==> config.mk <==
export PLATFORM = sky130hd
export DESIGN_NAME = divider_flat
export DESIGN_NICKNAME = d
export VERILOG_FILES = /design/src/rtl/divider_if.sv /design/src/rtl/divider.sv /design/src/flat_wrapper.sv
export SDC_FILE = /design/constraint.sdc
export NUM_CORES = 1
export LEC_CHECK = 0
export BUFFER_PORTS_ARGS = -buffer_cell sky130_fd_sc_hd__buf_2
export CORE_MARGIN = 2
export CORE_UTILIZATION = 57
export CTS_CLUSTER_SIZE = 16
export DETAILED_ROUTE_END_ITERATION = 10
export GPL_TIMING_DRIVEN = 0
export PLACE_DENSITY = 0.88
export SYNTH_ARGS = -nofsm -noshare
export SYNTH_HDL_FRONTEND = slang
export SYNTH_SLANG_ARGS = --single-unit
==> constraint.sdc <==
create_clock -name clk_i -period 4.28 [get_ports clk_i]
set_clock_uncertainty 0.2 [all_clocks]
set_input_delay 0.856 -clock clk_i [delete_from_list [all_inputs] [get_ports clk_i]]
set_output_delay 0.856 -clock clk_i [all_outputs]
set_load 0.02 [all_outputs]
==> src/rtl/divider_if.sv <==
// ---------------------------------------------------------------------------
// divider_if
//
// Purpose: groups the start/busy/finish handshake, the operands and the
//          results of the sequential divider into one bundle. The bundle has
//          the same shape as the multiplier's, so one controller can drive
//          either unit.
//
// Signals (directions seen from the divider, i.e. the slave side):
//   start_i     in   request a division (sampled only while idle)
//   dividend_i  in   2*WIDTH-bit unsigned dividend
//   divisor_i   in   WIDTH-bit unsigned divisor
//   busy_o      out  operation in progress
//   finish_o    out  one-cycle pulse, results valid
//   div_zero_o  out  last operation had a zero divisor
//   quotient_o  out  2*WIDTH-bit quotient
//   remainder_o out  WIDTH-bit remainder
//
// Modports: master (requester) and slave (divider).
// ---------------------------------------------------------------------------
interface divider_if #(
    parameter int WIDTH = 32
) ();
    logic                 start_i;
    logic [2*WIDTH-1:0]   dividend_i;
    logic [WIDTH-1:0]     divisor_i;
    logic                 busy_o;
    logic                 finish_o;
    logic                 div_zero_o;
    logic [2*WIDTH-1:0]   quotient_o;
    logic [WIDTH-1:0]     remainder_o;

    modport master (
        output start_i, dividend_i, divisor_i,
        input  busy_o, finish_o, div_zero_o, quotient_o, remainder_o
    );

    modport slave (
        input  start_i, dividend_i, divisor_i,
        output busy_o, finish_o, div_zero_o, quotient_o, remainder_o
    );
endinterface

==> src/rtl/divider.sv <==
// ---------------------------------------------------------------------------
// divider
//
// Purpose: sequential unsigned restoring divider, one quotient bit per clock.
//          Divides a 2*WIDTH-bit dividend by a WIDTH-bit divisor. A division
//          takes 2*WIDTH RUN cycles, followed by one DONE cycle that pulses
//          finish_o. A zero divisor needs no special datapath: the restoring
//          step then yields an all-ones quotient and a remainder equal to the
//          low WIDTH bits of the dividend. div_zero_o flags that case.
//
// Ports:
//   clk_i   in   rising-edge clock
//   rst_ni  in   asynchronous active-low reset
//   bus     slave modport of divider_if (handshake, operands, results)
//
// Parameters:
//   WIDTH   divisor/remainder width; dividend/quotient are 2*WIDTH
//
// Optional feature macro: DIVIDER_FAST_DIVZERO_EN
//   When defined, a request with a zero divisor goes from IDLE straight to
//   DONE. finish_o then follows one cycle after acceptance and busy_o never
//   rises. When undefined, a zero divisor runs all 2*WIDTH steps and gives
//   the same results.
// ---------------------------------------------------------------------------
module divider #(
    parameter int WIDTH = 32
) (
    input  logic      clk_i,
    input  logic      rst_ni,
    divider_if.slave  bus
);
    localparam int DW    = 2 * WIDTH;
    localparam int CNT_W = $clog2(DW);

    typedef enum logic [1:0] {
        IDLE,
        RUN,
        DONE
    } state_e;

    state_e             state_q,   state_d;
    logic [CNT_W-1:0]   cnt_q,     cnt_d;
    logic [DW-1:0]      dvd_q,     dvd_d;      // dividend shift register
    logic [WIDTH-1:0]   dvs_q,     dvs_d;      // captured divisor
    logic [DW-1:0]      quo_q,     quo_d;      // working quotient
    logic [WIDTH-1:0]   rem_q,     rem_d;      // working remainder
    logic [DW-1:0]      res_quo_q, res_quo_d;  // published quotient
    logic [WIDTH-1:0]   res_rem_q, res_rem_d;  // published remainder
    logic               div_zero_q, div_zero_d;

    // One restoring step. The shifted remainder is WIDTH+1 bits wide, so the
    // compare uses the extra bit. After a subtraction the difference is
    // always below the divisor, so the low WIDTH bits hold all of it.
    logic [WIDTH:0]     rem_shift;
    logic [WIDTH-1:0]   rem_sub;
    logic               step_ge;
    logic [WIDTH-1:0]   rem_step;
    logic [DW-1:0]      quo_step;

    assign rem_shift = {rem_q, dvd_q[DW-1]};
    assign step_ge   = (rem_shift >= {1'b0, dvs_q});
    assign rem_sub   = rem_shift[WIDTH-1:0] - dvs_q;
    assign rem_step  = step_ge ? rem_sub : rem_shift[WIDTH-1:0];
    assign quo_step  = {quo_q[DW-2:0], step_ge};

    // Next-state and datapath logic.
    always_comb begin
        // NOTE: every signal gets a default before the case statement, so no
        // path can leave one unassigned and infer a latch.
        state_d    = state_q;
        cnt_d      = cnt_q;
        dvd_d      = dvd_q;
        dvs_d      = dvs_q;
        quo_d      = quo_q;
        rem_d      = rem_q;
        res_quo_d  = res_quo_q;
        res_rem_d  = res_rem_q;
        div_zero_d = div_zero_q;

        unique case (state_q)
            IDLE: begin
                if (bus.start_i) begin
                    dvd_d   = bus.dividend_i;
                    dvs_d   = bus.divisor_i;
                    quo_d   = '0;
                    rem_d   = '0;
                    cnt_d   = CNT_W'(DW - 1);
                    state_d = RUN;
`ifdef DIVIDER_FAST_DIVZERO_EN
                    // Short-cut: publish the known divide-by-zero result now.
                    if (bus.divisor_i == '0) begin
                        res_quo_d  = '1;
                        res_rem_d  = bus.dividend_i[WIDTH-1:0];
                        div_zero_d = 1'b1;
                        state_d    = DONE;
                    end
`endif
                end
            end

            RUN: begin
                dvd_d = dvd_q << 1;
                quo_d = quo_step;
                rem_d = rem_step;
                cnt_d = cnt_q - CNT_W'(1);
                // The step for counter 0 is the last one. Publish its result
                // on the same edge, so the outputs change only when an
                // operation completes.
                if (cnt_q == '0) begin
                    res_quo_d  = quo_step;
                    res_rem_d  = rem_step;
                    div_zero_d = (dvs_q == '0);
                    state_d    = DONE;
                end
            end

            DONE: begin
                state_d = IDLE;
            end

            default: begin
                state_d = IDLE;
            end
        endcase
    end

    // State and datapath registers. All of them clear on reset, so an
    // aborted operation leaves nothing visible behind.
    always_ff @(posedge clk_i or negedge rst_ni) begin
        if (!rst_ni) begin
            state_q    <= IDLE;
            cnt_q      <= '0;
            dvd_q      <= '0;
            dvs_q      <= '0;
            quo_q      <= '0;
            rem_q      <= '0;
            res_quo_q  <= '0;
            res_rem_q  <= '0;
            div_zero_q <= 1'b0;
        end else begin
            // NOTE: non-blocking assignments, so every register samples the
            // values from before this edge, whatever the statement order.
            state_q    <= state_d;
            cnt_q      <= cnt_d;
            dvd_q      <= dvd_d;
            dvs_q      <= dvs_d;
            quo_q      <= quo_d;
            rem_q      <= rem_d;
            res_quo_q  <= res_quo_d;
            res_rem_q  <= res_rem_d;
            div_zero_q <= div_zero_d;
        end
    end

    // busy_o and finish_o are decoded from distinct states, so they can
    // never be high together, and both drop as soon as reset asserts.
    assign bus.busy_o      = (state_q == RUN);
    assign bus.finish_o    = (state_q == DONE);
    assign bus.div_zero_o  = div_zero_q;
    assign bus.quotient_o  = res_quo_q;
    assign bus.remainder_o = res_rem_q;

endmodule
==> src/flat_wrapper.sv <==
// flat-port wrapper written by rule: the top's interface ports become plain ports
module divider_flat 
#(
    parameter int WIDTH = 32
)
  (clk_i, rst_ni, bus_start_i, bus_dividend_i, bus_divisor_i, bus_busy_o, bus_finish_o, bus_div_zero_o, bus_quotient_o, bus_remainder_o);
  divider_if #(.WIDTH(WIDTH)) bus_i ();
  input  logic clk_i;
  input  logic rst_ni;
  input wire logic [$bits(bus_i.start_i)-1:0] bus_start_i;
  input wire logic [$bits(bus_i.dividend_i)-1:0] bus_dividend_i;
  input wire logic [$bits(bus_i.divisor_i)-1:0] bus_divisor_i;
  output wire logic [$bits(bus_i.busy_o)-1:0] bus_busy_o;
  output wire logic [$bits(bus_i.finish_o)-1:0] bus_finish_o;
  output wire logic [$bits(bus_i.div_zero_o)-1:0] bus_div_zero_o;
  output wire logic [$bits(bus_i.quotient_o)-1:0] bus_quotient_o;
  output wire logic [$bits(bus_i.remainder_o)-1:0] bus_remainder_o;
  assign bus_i.start_i = bus_start_i;
  assign bus_i.dividend_i = bus_dividend_i;
  assign bus_i.divisor_i = bus_divisor_i;
  assign bus_busy_o = bus_i.busy_o;
  assign bus_finish_o = bus_i.finish_o;
  assign bus_div_zero_o = bus_i.div_zero_o;
  assign bus_quotient_o = bus_i.quotient_o;
  assign bus_remainder_o = bus_i.remainder_o;
  divider #(.WIDTH(WIDTH)) u_core (.clk_i(clk_i), .rst_ni(rst_ni), .bus(bus_i));
endmodule
* Word-level counts from Yosys, hierarchy flattened
Index checks and enable logic that the tools add are counted.
Cells by class: add/sub/neg operators 2, multiplexer cells 12, magnitude comparators 1, equal/unequal tests 4, reductions and logical operators 8
Operators by type and width (number):
- 64-bit one-hot mux with 2 select lines | 1
- 63-bit one-hot mux with 2 select lines | 1
- 32-bit 2-to-1 mux | 2
- 64-bit 2-to-1 mux | 1
- 32-bit one-hot mux with 2 select lines | 1
- 63-bit 2-to-1 mux | 1
- 33-bit by 32-bit greater-or-equal comparator with 1-bit output | 1
- 32-bit logical NOT | 1
- 32-bit subtractor | 1
- 6-bit one-hot mux with 2 select lines | 1
- 2-bit AND reduction | 4
- 6-bit logical NOT | 1
- 6-bit 2-to-1 mux | 1
- 6-bit by 1-bit subtractor with 6-bit output (second input constant) | 1
- 2-bit 2-to-1 mux | 2
- 2-bit one-hot mux with 2 select lines | 1
- 2-bit by 1-bit equality test with 1-bit output (second input constant) | 1
- 2-bit equality test (second input constant) | 1
- 2-bit logical NOT | 1
- 2-bit by 1-bit inequality test with 1-bit output (second input constant) | 1
- 2-bit inequality test (second input constant) | 1
- 2-bit nonzero test | 1
Storage, ports and cells: bits in registers 296, input port bits 99

* Longest topological paths before layout
Gate-level depths: netlist (run 1).
depth after elaboration 3, gate-level depth with buffers 14, depth with buffers taken out 13

* Worst setup path before layout (run 1)
OpenSTA, ideal clock, no wires.
path kind register -> register, start point register u_core.rem_q[13], end point register u_core.res_rem_q[19] (netlist: u_core.bus.remainder_o[19]), arrival time 2.683 ns, cell stages (with the launch flop) 12, slack 1.272 ns, buffers on the path 1, cell sequence dfrtp_1 > ha_1 > a21o_1 > a21o_1 > a211oi_2 > o311a_4 > nor2_4 > a41oi_2 > a31o_1 > buf_6 > mux2_4 > mux2_4
Between the ends: cells in the longest elaborated chain, start to end 2, elaborated cells between the ends (all ways) 3, those cells by class add/sub: 1; order compare: 1; mux: 1
RTL lines:
- start: declaration | RTL line divider.sv:46 | logic [WIDTH-1:0] rem_q, rem_d;
- start signal: assignment | RTL line divider.sv:148 | rem_q <= rem_d;
- 32-bit subtractor / 33-bit by 32-bit greater-or-equal comparator with 1-bit output (equally long branches) | RTL line divider.sv:62, divider.sv:61
- 32-bit 2-to-1 mux * | RTL line divider.sv:63 | assign rem_step = step_ge ? rem_sub : rem_shift[WIDTH-1:0];
- end signal: assignment | RTL line divider.sv:150 | res_rem_q <= res_rem_d;
- end: declaration | RTL line divider.sv:48 | logic [WIDTH-1:0] res_rem_q, res_rem_d;
Every way passes the cells marked *; elsewhere a longest branch is shown, timed or not. A chain may end at the register's enable or synchronous reset.

* Worst setup path in the final report (run 1)
start point register u_core.state_q[1], end point output bus_busy_o
Between the ends: cells in the longest elaborated chain, start to end 1
RTL lines:
- start: declaration | RTL line divider.sv:41 | state_e state_q, state_d;
- start signal: assignment | RTL line divider.sv:143 | state_q <= state_d;
- 2-bit by 1-bit equality test with 1-bit output | RTL line divider.sv:157 | assign bus.busy_o = (state_q == RUN);
- end: declaration | RTL line flat_wrapper.sv:13 | output wire logic [$bits(bus_i.busy_o)-1:0] bus_busy_o;
Every way passes these cells.

==> results.ini, run 1 <==
[logic_synthesis]
synth-compound-area-share_pct = 15.8
synth_top_area_share_pct = 55.2
async_reset_ff_share_pct = 100
yosys.area_share.simple_pct = 12.7
syn_nets = 1481
yosysWarnings = 0
seq_area_frac_synth_pct = 55.2
synth_xor_area_share_pct = 1.89
synth.area.mux_share_pct = 7.33
syn_area_um2 = 13400
ys_seq_elements = 296
synth_cell_types = 52
ys_dominant_reg_cell = dfrtp_1
avgSynthCellArea_um2 = 9.96
synth_top_family_by_area = compound AO/OA/AOI/OAI gates
yosysTopAreaCell = dfrtp_1
synth_enable_flop_cells = 0
synthAdderAreaFrac_pct = 3.32
syn_inst = 1347
synth_top_cells_by_area = dfrtp_1 (55%), nand2_1 (10%), mux2i_1 (6.9%)

[pwr]
power_density_nw_per_um2 = 830
power_switching_mw = 5.35
p_leak_nw = 8.14
seqPwrFrac_pct = 33.0
p_int_mw = 7.76
clkPwrFrac_pct = 19.0
swShare_pct = 40.8
finalPower_mw = 13.1
p_comb_share_pct = 48.1
ir_drop_v = 0.000403

[sta]
fmax_ghz = 0.253
finalMaxSlewViolations = 0
timing.final.crit_share_pct = 92.4
finalSetupViolCount = 0
max-slew-margin-rel_pct = 35.0
tightestPinTransition_ps = 972
hold_viol_final = 0
min_period_ps = 3960
rsz0062_at_grt = no
layout_setup_ws_ps = 324

[clock_tree]
htree_levels = 1
cts_tree = yes
clock_tree.root_cell = clkbuf_16
cts_setup_buffers = 0
clkSinkCount = 296
clkLatencyLatePin_ps = 550
clkTransAtPathRegs_ps = 60
cts_buffers = 29
ctsHoldBuffers = 0
ctsResizeCount = 0
clockBufferDepth = 3

[drt]
drc = 0
via_per_inst = 5.59
dr.pass1.iters = 5
num_vias = 10700
first_iter_violations = 704
totalWireLength_mm = 33.0
drtAntennaViolNets = 0
routedWlPerCell_um = 17.2

[worst_hold_path]
hp-class = input port to async pin

[critical_path]
crit_required_ps = 3220
crit_type = flip-flop to output port
critPathCaptureType = output port
cp_num_buf_inv = 5
crit_chain = nand2b_1, clkbuf_1, inv_2, clkbuf_1, clkbuf_1, buf_2
cp_slowest_cell = clkbuf_1
critical_path_arrival_ps = 2900
cpMostUsedCell = clkbuf_1
cp-start-kind = flip-flop
path_delay_family = buffers and inverters
critPathMaxStageDelay_ps = 540
critPathMaxFanout = 10

[global_route]
antenna_found_initial = 5
grtUsageTotal_pct = 26.8
grt_pass1_vias = 10600
grt_pass1_wl_mm = 53.3
grt_remaining_overflow = 0
grt_max_degree = 129

[floorplanning]
row_count = 56
core_area_um2 = 23300
io_pins = 198
die_w_um = 157
start_util_pct = 57.6
die_h_um = 157
die-area_um2 = 24800

[placement]
detailed_place_hpwl_mm = 23.5
numPortBuffers = 197
dp_slack_ps = 610
place.gp.congestion = 0.960

[final_layout]
fin_nets = 1711
final_layout_size_suffix_gt1_share_pct = 16.0
multi_input_area_um2 = 5500
seqCellArea_um2 = 7410
area_growth_syn_to_layout_pct = 17.7
fill_cells = 1767

[run_status]
status = complete, no violations

[run]
maxCapViolations = 0

## layer usage
layer,global-route usage (%),part of all wire [%],vias to the layer above
li1,-,-,5078
met1,34.8,42,5221
met2,44.9,48,368
met3,6.39,7.5,72
met4,8.31,3.0,2
met5,0,0.024,-
## metrics by stage
step / hold slack [ps] / cells / utilization, % / area (µm²) / TNS (ps)
2_1_floorplan: 240 / 1347 / - / 13400 / 0
3_3_place_gp: 255 / 1863 / 63.6 / 14800 / -927180
3_5_place_dp: 257 / 1865 / 63.9 / 14900 / 0
4_1_cts: 98.7 / 1917 / 67.8 / 15800 / 0
5_1_grt: 138 / 1919 / 67.9 / 15800 / 0
6_report: 84.3 / 1921 / 67.9 / 15800 / 0
## state kept, by name (all words and copies together), names as in the netlist
name and cells:
u_core.bus.quotient_o 64, u_core.bus.div_zero_o 1, u_core.rem_q 32, u_core.dvd_q 64, u_core.quo_q 63, u_core.bus.remainder_o 32
u_core.cnt_q 6, u_core.dvs_q 32, u_core.state_q 2
## path summary, 6_finish.rpt
check                                          start                          to  slack [ps]  depth (start not counted)
max                                u_core.state_q[1]                  bus_busy_o         320                          6
min in group clk_i         u_core.bus.quotient_o[26]   u_core.bus.quotient_o[26]         270                          2
max reg2reg                         u_core.dvd_q[63]  u_core.bus.remainder_o[24]         540                         13
min reg2reg                u_core.bus.quotient_o[26]   u_core.bus.quotient_o[26]         270                          2
max in group asynchronous                     rst_ni    u_core.bus.quotient_o[8]        2750                          2
min                                           rst_ni   u_core.bus.remainder_o[8]          80                          1
## cell type report
| type | instances | share of cell area [%] |
|---|---|---|
| clock inverters | 7 | 0.404 |
| clock buffers | 45 | 5.42 |
| multi-input cells | 921 | 34.8 |
| diodes | 4 | 0.0634 |
| well taps | 319 | 2.53 |
| repair buffers | 199 | 6.66 |
| flip-flops and latches | 296 | 46.9 |
| plain buffers | 84 | 2.12 |
| inverters | 46 | 1.09 |
## logic make-up (layout without fill, tap and decap cells)
logic type | Yosys count | count (layout)
simple gates | 425 | 425
compound gates | 335 | 335
flops | 296 | 296
buf+inv | 130 | 381
mux | 97 | 97
fa+ha+maj | 35 | 35
xor+xnor | 29 | 29
other cells | 0 | 4
## Yosys cell counts (2+ instances only)
cell type and instances:
nand2_1 364, dfrtp_1 296, o21ai_0 106, mux2i_1 93, clkbuf_1 66, a22o_1 65, o21ai_1 65, inv_1 45
a21oi_1 36, ha_1 34, xnor2_1 22, a21o_1 16, nor2_1 16, buf_1 14, nor4_1 13, nand3_1 9
nand4_1 8, xor2_1 7, o21a_1 6, o21bai_1 6, a211oi_1 5, a31oi_1 5, nor3_1 5, o31ai_1 5
buf_4 3, nor2b_1 3, o211ai_1 3, a21boi_0 2, a311oi_1 2, a41oi_1 2, and2_1 2, mux2_2 2
mux2_4 2
## layout by cell type, fill, tap and decap left out, types with 7 or more instances in the layout
| master | count |
|---|---|
| clkbuf_8 | 7 |
| buf_2 | 196 |
| xnor2_1 | 22 |
| a22o_1 | 65 |
| nand3_1 | 9 |
| nor4_1 | 13 |
| mux2i_1 | 93 |
| o21ai_0 | 106 |
| xor2_1 | 7 |
| inv_1 | 45 |
| nand2_1 | 364 |
| nand4_1 | 8 |
| a21o_1 | 16 |
| a21oi_1 | 36 |
| buf_1 | 14 |
| dfrtp_1 | 296 |
| ha_1 | 34 |
| clkbuf_16 | 29 |
| nor2_1 | 16 |
| o21ai_1 | 65 |
| clkbuf_1 | 75 |
## power groups by stage
stage	clock network, mW	logic [mW]	registers [mW]
after floorplan	0	4.81	4.22
after global placement	0	5.95	4.29
after detailed placement	0	6.21	4.33
after CTS	2.52	6.25	4.31
after global routing	2.62	6.95	4.41
final	2.49	6.30	4.32
No activity file was read; power rests on OpenSTA's default activity.
==> inputs of run 2 (changes only) <==
- GPL_TIMING_DRIVEN: 0 -> unset
- PLACE_DENSITY: 0.88 -> 0.82
==> run 2 against run 1 <==
Effect of this change:
- sequential share of layout area up 0.18 points
- flip-flop and latch count unchanged
- combinational power shrank 1%
- critical endpoint is now u_core.bus.remainder_o[28]
- sequential power about the same
==> results.ini, run 2 (same netlist as run 1, synthesis figures left out) <==
[pwr]
finalPower_mw = 13.3
p_leak_nw = 8.17
ir_drop_v = 0.000463
power_density_nw_per_um2 = 846

[sta]
hold_viol_final = 0
fmax_ghz = 0.272
finalMaxSlewViolations = 0
max-slew-margin-rel_pct = 26.3
tightestPinTransition_ps = 1110
rsz0062_at_grt = no
finalSetupViolCount = 0
timing.final.crit_share_pct = 85.9
fin_tns_setup_ps = 0
min_period_ps = 3680

[drt]
wl_met1_mm = 13.6
first_iter_violations = 818
top_layer = met5
met2RoutedLength_mm = 15.0
route.met3.wl_mm = 1.92
via_per_inst = 5.58
routedWlPerCell_um = 16.9
dr.pass1.iters = 5
num_vias = 10400
totalWireLength_mm = 31.4
drtAntennaViolNets = 0
drc = 0

[critical_path]
crit_required_ps = 4490
cp_slowest_cell = a2111oi_0
cp_num_buf_inv = 2
crit_chain = inv_1, ha_1, inv_1, fa_1, a211oi_1, o21ai_1, a2111oi_0, o21bai_1, a21oi_1, o31ai_1, xor2_1, mux2i_1, o21ai_1
path_delay_family = compound AO/OA/AOI/OAI gates
critPathMaxFanout = 4
critPathCaptureType = flip-flop
critical_path_arrival_ps = 3890
cp-start-kind = flip-flop
critPathMaxStageDelay_ps = 540
crit_type = flip-flop to flip-flop

[run]
maxCapViolations = 0

[global_route]
grt_pass1_vias = 10200
grt_max_degree = 117
antenna_found_initial = 6
grt_pass1_wl_mm = 51.5
grt_remaining_overflow = 0
grtUsageTotal_pct = 25.9

[floorplanning]
io_pins = 198
die_h_um = 157
start_util_pct = 57.6
row_count = 56
core_area_um2 = 23300
die_w_um = 157
die-area_um2 = 24800

[clock_tree]
cts_setup_buffers = 0
clock_tree.root_cell = clkbuf_16
clkSinkCount = 296
clkTransAtPathRegs_ps = 60
cts_tree = yes
clkLatencyLatePin_ps = 570
cts_buffers = 30
htree_levels = 1
ctsResizeCount = 0
clockBufferDepth = 3
ctsHoldBuffers = 0

[worst_hold_path]
hp-class = input port to async pin

[final_layout]
layout_common_cells = nand2_1 (364), dfrtp_1 (296), buf_2 (196), o21ai_0 (106), mux2i_1 (93)
area_growth_syn_to_layout_pct = 17.3
fin_nets = 1643
final_common_cell = nand2_1
final_layout_size_suffix_gt1_share_pct = 18.2

[placement]
detailed_place_hpwl_mm = 20.9
place.gp.congestion = 0.930
numPortBuffers = 197

[run_status]
status = complete, no violations

## run 2: power by group
part,total (mW),leakage (nW),internal (mW),switching [mW]
clock,2.76,0.517,1.66,1.11
combinational,6.22,3.80,2.62,3.60
sequential,4.31,3.85,3.71,0.607
## run 2: final cells by class
class,instances,area (µm²)
Antenna cell,5,12.5
Clock buffer,38,821
Clock inverter,16,226
Fill cell,1825,7530
Inverter,46,178
Multi-Input combinational cell,921,5510
Sequential cell,296,7410
Tap cell,319,399
Timing Repair Buffer,214,1170
## run 2: stage by stage
step	hold WS [ps]	setup WS (ps)	std cells	util (%)	instance area, µm²
global placement	254	761	1796	63.1	14700
CTS	180	678	1850	67.6	15700
detailed placement	256	679	1796	63.1	14700
finish	149	602	1855	67.6	15700
floorplan	240	1270	1347	-	13400
global route	206	196	1854	67.6	15700
## run 2: routing by layer
metal	global-route usage (%)	up-vias
met5	0	-
met4	8.53	4
met3	5.42	71
met2	42.5	305
met1	34.6	5034
li1	-	4940
## run 2: path summary, 6_finish.rpt
kind,depth (start not counted),endpoint,from,slack [ps]
hold / removal,1,u_core.dvd_q[49],rst_ni,150
min in group clk_i,2,u_core.bus.quotient_o[28],u_core.bus.quotient_o[28],270
hold reg to reg,2,u_core.bus.quotient_o[28],u_core.bus.quotient_o[28],270
setup / recovery,13,u_core.bus.remainder_o[28],u_core.dvd_q[63],600
setup reg to reg,13,u_core.bus.remainder_o[28],u_core.dvd_q[63],600
max in group asynchronous,2,u_core.bus.quotient_o[28],rst_ni,2720
